==> src/rtl/control_decode_pipe_pkg.sv <==
// Instruction classes, the control bundle carried down the pipe, and the
// result/forwarding select encodings shared by the pipelined control decoder.
package control_decode_pipe_pkg;
    localparam int CTRL_REG_ADDR_W   = 5;
    localparam int CTRL_RESULT_SRC_W = 3;

    typedef enum logic [2:0] {
        REG_COMPUTATION = 3'd0,
        IMM_COMPUTATION = 3'd1,
        LOAD            = 3'd2,
        STORE           = 3'd3,
        UPPER           = 3'd4,
        JUMP            = 3'd5,
        BRANCH          = 3'd6
    } InstructionTypes;

    typedef enum logic [2:0] {
        SUB_NONE         = 3'd0,
        LOAD_UPPER_IMM   = 3'd1,
        ADD_UPPER_IMM_PC = 3'd2,
        BEQ              = 3'd3,
        BNE              = 3'd4
    } InstructionSubTypes;

    localparam logic [CTRL_RESULT_SRC_W-1:0] RESULT_ALU   = 3'b000;
    localparam logic [CTRL_RESULT_SRC_W-1:0] RESULT_MEM   = 3'b001;
    localparam logic [CTRL_RESULT_SRC_W-1:0] RESULT_PC4   = 3'b010;
    localparam logic [CTRL_RESULT_SRC_W-1:0] RESULT_IMM   = 3'b011;
    localparam logic [CTRL_RESULT_SRC_W-1:0] RESULT_PCIMM = 3'b100;

    localparam logic [1:0] FWD_REG   = 2'b00;
    localparam logic [1:0] FWD_EXMEM = 2'b10;
    localparam logic [1:0] FWD_MEMWB = 2'b01;

    typedef struct packed {
        logic                         valid;
        logic                         regWrite;
        logic                         aluSrc;
        logic                         memWrite;
        logic                         jump;
        logic                         branch;
        InstructionSubTypes           subtype;
        logic [CTRL_RESULT_SRC_W-1:0] resultSrc;
        logic [CTRL_REG_ADDR_W-1:0]   rs1;
        logic [CTRL_REG_ADDR_W-1:0]   rs2;
        logic [CTRL_REG_ADDR_W-1:0]   rd;
    } ctrl_bundle_t;

    function automatic ctrl_bundle_t decodeCtrl(
        input logic                       valid,
        input InstructionTypes            instrType,
        input InstructionSubTypes         subType,
        input logic [CTRL_REG_ADDR_W-1:0] rs1,
        input logic [CTRL_REG_ADDR_W-1:0] rs2,
        input logic [CTRL_REG_ADDR_W-1:0] rd
    );
        ctrl_bundle_t b;
        b         = '0;
        b.valid   = valid;
        b.subtype = subType;
        b.rs1     = rs1;
        b.rs2     = rs2;
        b.rd      = rd;
        case (instrType)
            REG_COMPUTATION: b.regWrite = 1'b1;
            IMM_COMPUTATION: begin
                b.regWrite = 1'b1;
                b.aluSrc   = 1'b1;
            end
            LOAD: begin
                b.regWrite  = 1'b1;
                b.aluSrc    = 1'b1;
                b.resultSrc = RESULT_MEM;
            end
            STORE: begin
                b.memWrite = 1'b1;
                b.aluSrc   = 1'b1;
            end
            UPPER: begin
                b.regWrite = 1'b1;
                if (subType == LOAD_UPPER_IMM) begin
                    b.aluSrc    = 1'b1;
                    b.resultSrc = RESULT_IMM;
                end else begin
                    b.resultSrc = RESULT_PCIMM;
                end
            end
            JUMP: begin
                b.regWrite  = 1'b1;
                b.resultSrc = RESULT_PC4;
                b.jump      = 1'b1;
            end
            BRANCH:  b.branch = 1'b1;
            default: b.valid  = 1'b0;
        endcase
        if (!b.valid) b = '0;
        // x0 is hardwired, so a write to it is never a real producer
        if (b.rd == '0) b.regWrite = 1'b0;
        return b;
    endfunction
endpackage

==> src/rtl/control_decode_pipe_hazard_unit.sv <==
// Combinational RAW hazard detection (stall request) and EX operand
// forwarding selects for the 5-stage control pipe.
module control_decode_pipe_hazard_unit
    import control_decode_pipe_pkg::*;
#(
    parameter int FWD_EN = 1
)(
    input  logic                       idValid,
    input  InstructionTypes            idType,
    input  logic [CTRL_REG_ADDR_W-1:0] idRs1,
    input  logic [CTRL_REG_ADDR_W-1:0] idRs2,
    input  logic                       exRegWrite,
    input  logic                       exIsLoad,
    input  logic [CTRL_REG_ADDR_W-1:0] exRd,
    input  logic [CTRL_REG_ADDR_W-1:0] exRs1,
    input  logic [CTRL_REG_ADDR_W-1:0] exRs2,
    input  logic                       memRegWrite,
    input  logic [CTRL_REG_ADDR_W-1:0] memRd,
    input  logic                       wbRegWrite,
    input  logic [CTRL_REG_ADDR_W-1:0] wbRd,
    input  logic                       pcSrc,
    output logic                       stall,
    output logic [1:0]                 fwdA,
    output logic [1:0]                 fwdB
);
    logic usesRs1, usesRs2, exHit, memHit, rawHazard;

    function automatic logic readsProducer(
        input logic                       we,
        input logic [CTRL_REG_ADDR_W-1:0] rd,
        input logic                       u1,
        input logic                       u2,
        input logic [CTRL_REG_ADDR_W-1:0] r1,
        input logic [CTRL_REG_ADDR_W-1:0] r2
    );
        return we && (rd != '0) && ((u1 && (rd == r1)) || (u2 && (rd == r2)));
    endfunction

    function automatic logic [1:0] fwdSel(input logic [CTRL_REG_ADDR_W-1:0] rs);
        if (memRegWrite && (memRd == rs)) return FWD_EXMEM;
        if (wbRegWrite && (wbRd == rs))   return FWD_MEMWB;
        return FWD_REG;
    endfunction

    always_comb begin
        usesRs1 = idValid && (idType != UPPER) && (idType != JUMP);
        usesRs2 = idValid && (idType inside {REG_COMPUTATION, STORE, BRANCH});
        exHit   = readsProducer(exRegWrite, exRd, usesRs1, usesRs2, idRs1, idRs2);
        memHit  = readsProducer(memRegWrite, memRd, usesRs1, usesRs2, idRs1, idRs2);
        // Without bypass paths every in-flight producer must drain first
        if (FWD_EN != 0) rawHazard = exHit && exIsLoad;
        else             rawHazard = exHit || memHit;
        stall = rawHazard && !pcSrc;
        fwdA  = FWD_REG;
        fwdB  = FWD_REG;
        if (FWD_EN != 0) begin
            fwdA = fwdSel(exRs1);
            fwdB = fwdSel(exRs2);
        end
    end
endmodule

==> src/rtl/control_decode_pipe.sv <==
// Pipelined control decoder: decodes in ID and carries control through
// ID/EX, EX/MEM and MEM/WB with stall, forwarding and redirect squash.
module control_decode_pipe
    import control_decode_pipe_pkg::*;
#(
    parameter int REG_ADDR_W   = CTRL_REG_ADDR_W,
    parameter int RESULT_SRC_W = CTRL_RESULT_SRC_W,
    parameter int FWD_EN       = 1
)(
    input  logic                    iClk,
    input  logic                    iRstN,
    input  logic                    iValid,
    input  InstructionTypes         iInstructionType,
    input  InstructionSubTypes      iInstructionSubType,
    input  logic [REG_ADDR_W-1:0]   iRs1,
    input  logic [REG_ADDR_W-1:0]   iRs2,
    input  logic [REG_ADDR_W-1:0]   iRd,
    input  logic                    iZero,
    output logic                    oStall,
    output logic                    oFlushIfId,
    output logic                    oPcSrc,
    output logic                    oExAluSrc,
    output logic [1:0]              oFwdA,
    output logic [1:0]              oFwdB,
    output logic                    oMemMemWrite,
    output logic                    oWbRegWrite,
    output logic [REG_ADDR_W-1:0]   oWbRd,
    output logic [RESULT_SRC_W-1:0] oWbResultSrc
);
    ctrl_bundle_t            idBundle;
    ctrl_bundle_t            idEx_p0;
    logic                    exMemRegWrite_p1, exMemMemWrite_p1;
    logic [REG_ADDR_W-1:0]   exMemRd_p1;
    logic [RESULT_SRC_W-1:0] exMemResultSrc_p1;
    logic                    memWbRegWrite_p2;
    logic [REG_ADDR_W-1:0]   memWbRd_p2;
    logic [RESULT_SRC_W-1:0] memWbResultSrc_p2;
    logic                    branchTaken, pcSrc, stall;

    assign idBundle = decodeCtrl(iValid, iInstructionType, iInstructionSubType, iRs1, iRs2, iRd);

    always_comb begin
        branchTaken = 1'b0;
        if (idEx_p0.subtype == BEQ)      branchTaken = iZero;
        else if (idEx_p0.subtype == BNE) branchTaken = !iZero;
        pcSrc = idEx_p0.valid && (idEx_p0.jump || (idEx_p0.branch && branchTaken));
    end

    control_decode_pipe_hazard_unit #(.FWD_EN(FWD_EN)) hazardUnit (
        .idValid     (idBundle.valid),
        .idType      (iInstructionType),
        .idRs1       (iRs1),
        .idRs2       (iRs2),
        .exRegWrite  (idEx_p0.regWrite),
        .exIsLoad    (idEx_p0.resultSrc == RESULT_MEM),
        .exRd        (idEx_p0.rd),
        .exRs1       (idEx_p0.rs1),
        .exRs2       (idEx_p0.rs2),
        .memRegWrite (exMemRegWrite_p1),
        .memRd       (exMemRd_p1),
        .wbRegWrite  (memWbRegWrite_p2),
        .wbRd        (memWbRd_p2),
        .pcSrc       (pcSrc),
        .stall       (stall),
        .fwdA        (oFwdA),
        .fwdB        (oFwdB)
    );

    always_ff @(posedge iClk or negedge iRstN) begin
        if (!iRstN) begin
            idEx_p0           <= '0;
            exMemRegWrite_p1  <= 1'b0;
            exMemMemWrite_p1  <= 1'b0;
            exMemRd_p1        <= '0;
            exMemResultSrc_p1 <= '0;
            memWbRegWrite_p2  <= 1'b0;
            memWbRd_p2        <= '0;
            memWbResultSrc_p2 <= '0;
        end else begin
            // ID -> ID/EX: a redirect or a stall replaces the ID instruction with a bubble
            if (pcSrc || stall) idEx_p0 <= '0;
            else                idEx_p0 <= idBundle;
            // ID/EX -> EX/MEM
            exMemRegWrite_p1  <= idEx_p0.regWrite;
            exMemMemWrite_p1  <= idEx_p0.memWrite;
            exMemRd_p1        <= idEx_p0.rd;
            exMemResultSrc_p1 <= idEx_p0.resultSrc;
            // EX/MEM -> MEM/WB
            memWbRegWrite_p2  <= exMemRegWrite_p1;
            memWbRd_p2        <= exMemRd_p1;
            memWbResultSrc_p2 <= exMemResultSrc_p1;
        end
    end

    assign oStall       = stall;
    assign oFlushIfId   = pcSrc;
    assign oPcSrc       = pcSrc;
    assign oExAluSrc    = idEx_p0.aluSrc;
    assign oMemMemWrite = exMemMemWrite_p1;
    assign oWbRegWrite  = memWbRegWrite_p2;
    assign oWbRd        = memWbRd_p2;
    assign oWbResultSrc = memWbResultSrc_p2;
endmodule

==> config.mk <==
export PLATFORM = sky130hd
export DESIGN_NAME = control_decode_pipe
export DESIGN_NICKNAME = d
export VERILOG_FILES = /design/src/rtl/control_decode_pipe_pkg.sv /design/src/rtl/control_decode_pipe_hazard_unit.sv /design/src/rtl/control_decode_pipe.sv
export SDC_FILE = /design/constraint.sdc
export NUM_CORES = 1
export LEC_CHECK = 0
export CAP_MARGIN = 10
export CORE_ASPECT_RATIO = 0.75
export CORE_MARGIN = 3
export CORE_UTILIZATION = 44
export CTS_CLUSTER_SIZE = 8
export DETAILED_ROUTE_END_ITERATION = 10
export PLACE_DENSITY = 0.81
export SYNTH_ARGS = -nofsm -noshare
export SYNTH_HDL_FRONTEND = slang
export SYNTH_SLANG_ARGS = --single-unit
==> constraint.sdc <==
create_clock -name iClk -period 1.9 [get_ports iClk]
set_input_delay 0.38 -clock iClk [delete_from_list [all_inputs] [get_ports iClk]]
set_output_delay 0.38 -clock iClk [all_outputs]
set_load 0.03 [all_outputs]
==> results.md <==
* Crit. End Element: primary output
* Register area at between 1000 and 1500 sq um
* Ys async rst share at 1.000
* GR Util met1 at 0.2461
* Vias per cell at slightly below 5
* Kind of critical path: reg2out
* First-pass GRT wire length at 7169 microns
* Relative max-transition margin at 0.5584
* Final Max Tran Viols at 0
* Initial antenna violation count at 0
* Die Height at around 65 microns
* Root Driver: clkbuf_8
* Final Core Density at 0.6782
* Avg Inst Size Synth at 13.19 sq um
* Mapped Cells at approximately 160
* Initial core utilization at 0.4806
* Worst Tran Pin Value at between 0.6 and 0.7 ns
* Via Count at 1412
* Worst hold-check path type: in2async
* Synth cell types at 34
* Antenna cell count at 0
* Worst slack, placed at -0.4695 ns
* Critical R2R Capture: idEx_p0[23]
* YS warnings at 0
* Critical path cell sequence: xnor2_1 -> nand4_1 -> or3_4 -> a21oi_4 -> and2_4 -> buf_6
* Total grt overflow at 0
* GR Util met3 at 0.02795
* Hold Worst Slack at 0.1059 ns
* Worst path max stage delay at 0.45 ns
* Number of enable flip-flop cells after synthesis at 0
* Data required, critical path at 1.52 ns
* Slowest stage cell, crit path: dfrtp_1
* IO Port Bufs at between 40 and 50
* # DRC at 0
* Core ar. at 4254 sq um
* Drt total wl at 4578 microns
* Max Cap Viol at 0
* Dominant cells by area after synthesis: dfrtp_1 (56%), nor3b_2 (9.2%), xor2_1 (9.0%), xnor2_1 (4.3%), buf_6 (2.2%)
* Top cells by count, synth: dfrtp_1 (46), xor2_1 (21), nor3b_2 (15), xnor2_1 (10), nor2_1 (9)
* Share of cells above drive strength 1 at 0.3581
* Rows at 20
* Post-layout power at 2.148 mW
* Worst setup margin at -0.3102 ns
* Final Hold Viols at 0
* RSZ-0062 raised after global routing: true
* Area of the multi-input gates at 877.1 sq um
* Area growth syn-to-layout at 41.13%
* Worst clock skew at between 0.0015 and 0.002 ns
* Worst R2R Path Depth at 6
* Top cell type's share of synthesized area at 0.5630
* DP Area at 2615 sq um
* Worst vdd ir at ~0.00043 V
* Leakage at 1.387 nW
* Routed Antenna Nets at 0
* Hpwl dp at 3195 microns
* Cell taking the most area after synthesis: dfrtp_1
* Grt met2 use at 0.2578
* Status: finished with violations
* Crit path max fanout at 4
* Cell area after synthesis at 2044 sq um
* CTS tree: built
* Wirelength per Cell at 16.12 microns
* CTS H-Tree Depth at 2
* CTS buffer count at 5
* Post-route minimum period at 2.210 ns
* #FFs+latches synth at 46
* Fill cells at 291
* Peak Freq at roughly 450 MHz
* Net Count, Synth at 180
* Cell area after layout at 2885 sq um
* Clock Latency Late Sink at ~0.30 ns
* Crit path launch type: register
* DRT Pass-1 Iters at 4
* I/O pin cnt at 43
* GPL Wtd Cong at between 0.8 and 0.9
* Predominant post-synthesis flop cell: dfrtp_1
* Arrival @ worst endpoint at 1.83 ns
* Reg2reg start: idEx_p0[4]
* Failing checks: negative setup slack
* Flop-to-flop setup slack at approximately 0.060 ns
* Top-count cell post-synth: dfrtp_1
* Endpoints failing setup at 7
* DR iter-0 viols at 57
* NumNets Final at 253
* CTS sink cnt at 46
* Total power divided by cell area at 744.4 nW/um^2
* Clk slew on worst S/H paths at about 0.080 ns
* Layer with the highest usage: met2
* Fin crit share at 1.163
* Maximum buffer depth of the clock tree at 2
* Die width at 84.71 microns
* Seq/Total Area, Yosys at 0.5630
* All-Layer GR Usage at 0.1708
* Die area at 5509 sq um
* Pin count of the biggest net entering global routing at 32
* Vias in the first global route at 1453
## routing by layer
layer  part of all wire  wire length [microns]
met1               0.47                   2148
met4              0.014                     63
met5                  0                      0
met3              0.041                    188
met2               0.48                   2177
## sequential cells by signal, summed over array words and instances, names as in the netlist
| signal | flops |
|---|---|
| oMemMemWrite | 1 |
| exMemRegWrite_p1 | 1 |
| oExAluSrc | 1 |
| oWbResultSrc | 3 |
| exMemRd_p1 | 5 |
| exMemResultSrc_p1 | 3 |
| oWbRd | 5 |
| idEx_p0 | 26 |
| oWbRegWrite | 1 |
## power breakdown
group	internal (mW)	total, mW	switching, mW
Clock	0.394	0.727	0.333
Sequential	1.03	1.07	0.0451
Combinational	0.184	0.349	0.164
Total	1.60	2.15	0.543
## kinds of logic (layout without fill, tap and decap cells)
logic type,after synthesis,in the layout,share of synthesized area
compound gates,10,10,0.03550
xor+xnor,31,31,0.1328
simple gates,59,59,0.2307
flops,46,46,0.5630
buf+inv,9,83,0.03794
## what timing repair did
| action | in CTS | in global routing |
|---|---|---|
| endpoints found under the setup margin | 31 | 31 |
| setup buffers | 5 | 4 |
| pin swaps | 17 | 10 |
| gates resized for setup | 18 | 13 |
| hold buffers | 0 | 0 |
## cell type report
cell class | count | share of cell area
Clock buffer | 5 | 0.02385
Clock inverter | 3 | 0.01518
Inverter | 3 | 0.003903
Multi-Input combinational cell | 100 | 0.3040
Sequential cell | 46 | 0.3994
Tap cell | 55 | 0.02385
Timing Repair Buffer | 72 | 0.2298
## metrics by stage
stage,setup TNS (ns),instances
2_1_floorplan,-0.005729,155
3_3_place_gp,-9.372,267
3_5_place_dp,-9.492,267
4_1_cts,-1.018,280
5_1_grt,-1.761,284
6_report,-1.080,284
## layout by cell type (no fill, tap or decap), types with 2 or more instances in the layout
cell             instances
clkbuf_8                 5
o21ai_0                  4
xnor2_1                  9
nor3b_2                 16
nor2b_1                  2
dlymetal6s2s_1           4
dfrtp_1                 45
nor3b_1                  4
nand3_1                  6
nand4_1                  2
and3_1                   2
xor2_1                  20
nor2_1                   9
inv_1                    2
nor3_2                   2
buf_4                   29
nor4_1                   2
buf_6                    7
clkdlybuf4s50_1         23
nor4_2                   4
dlygate4sd2_1            7
## critical path: cells and delay by family (launching register included)
family / cells / cell delay (ns)
AOI/OAI and AO/OA: 1 / 0.13
xor gates and xnor gates: 1 / 0.18
buffers and inverters: 1 / 0.12
DFF: 1 / 0.45
and+or+nand+nor: 3 / 0.66
## how the worst max path moves through the flow
stage               startpoint     end  slack, ns  cells after the start
global route        idEx_p0[4]  oStall      -0.38                      6
finish              idEx_p0[4]  oStall      -0.31                      6
detailed placement     iRs1[4]  oStall      -0.47                      7
CTS                 idEx_p0[0]  oStall      -0.36                      7
global placement         iZero  oStall      -0.48                      6
floorplan           idEx_p0[0]  oStall     -0.005                      5
No activity file was read; power rests on OpenSTA's default activity.
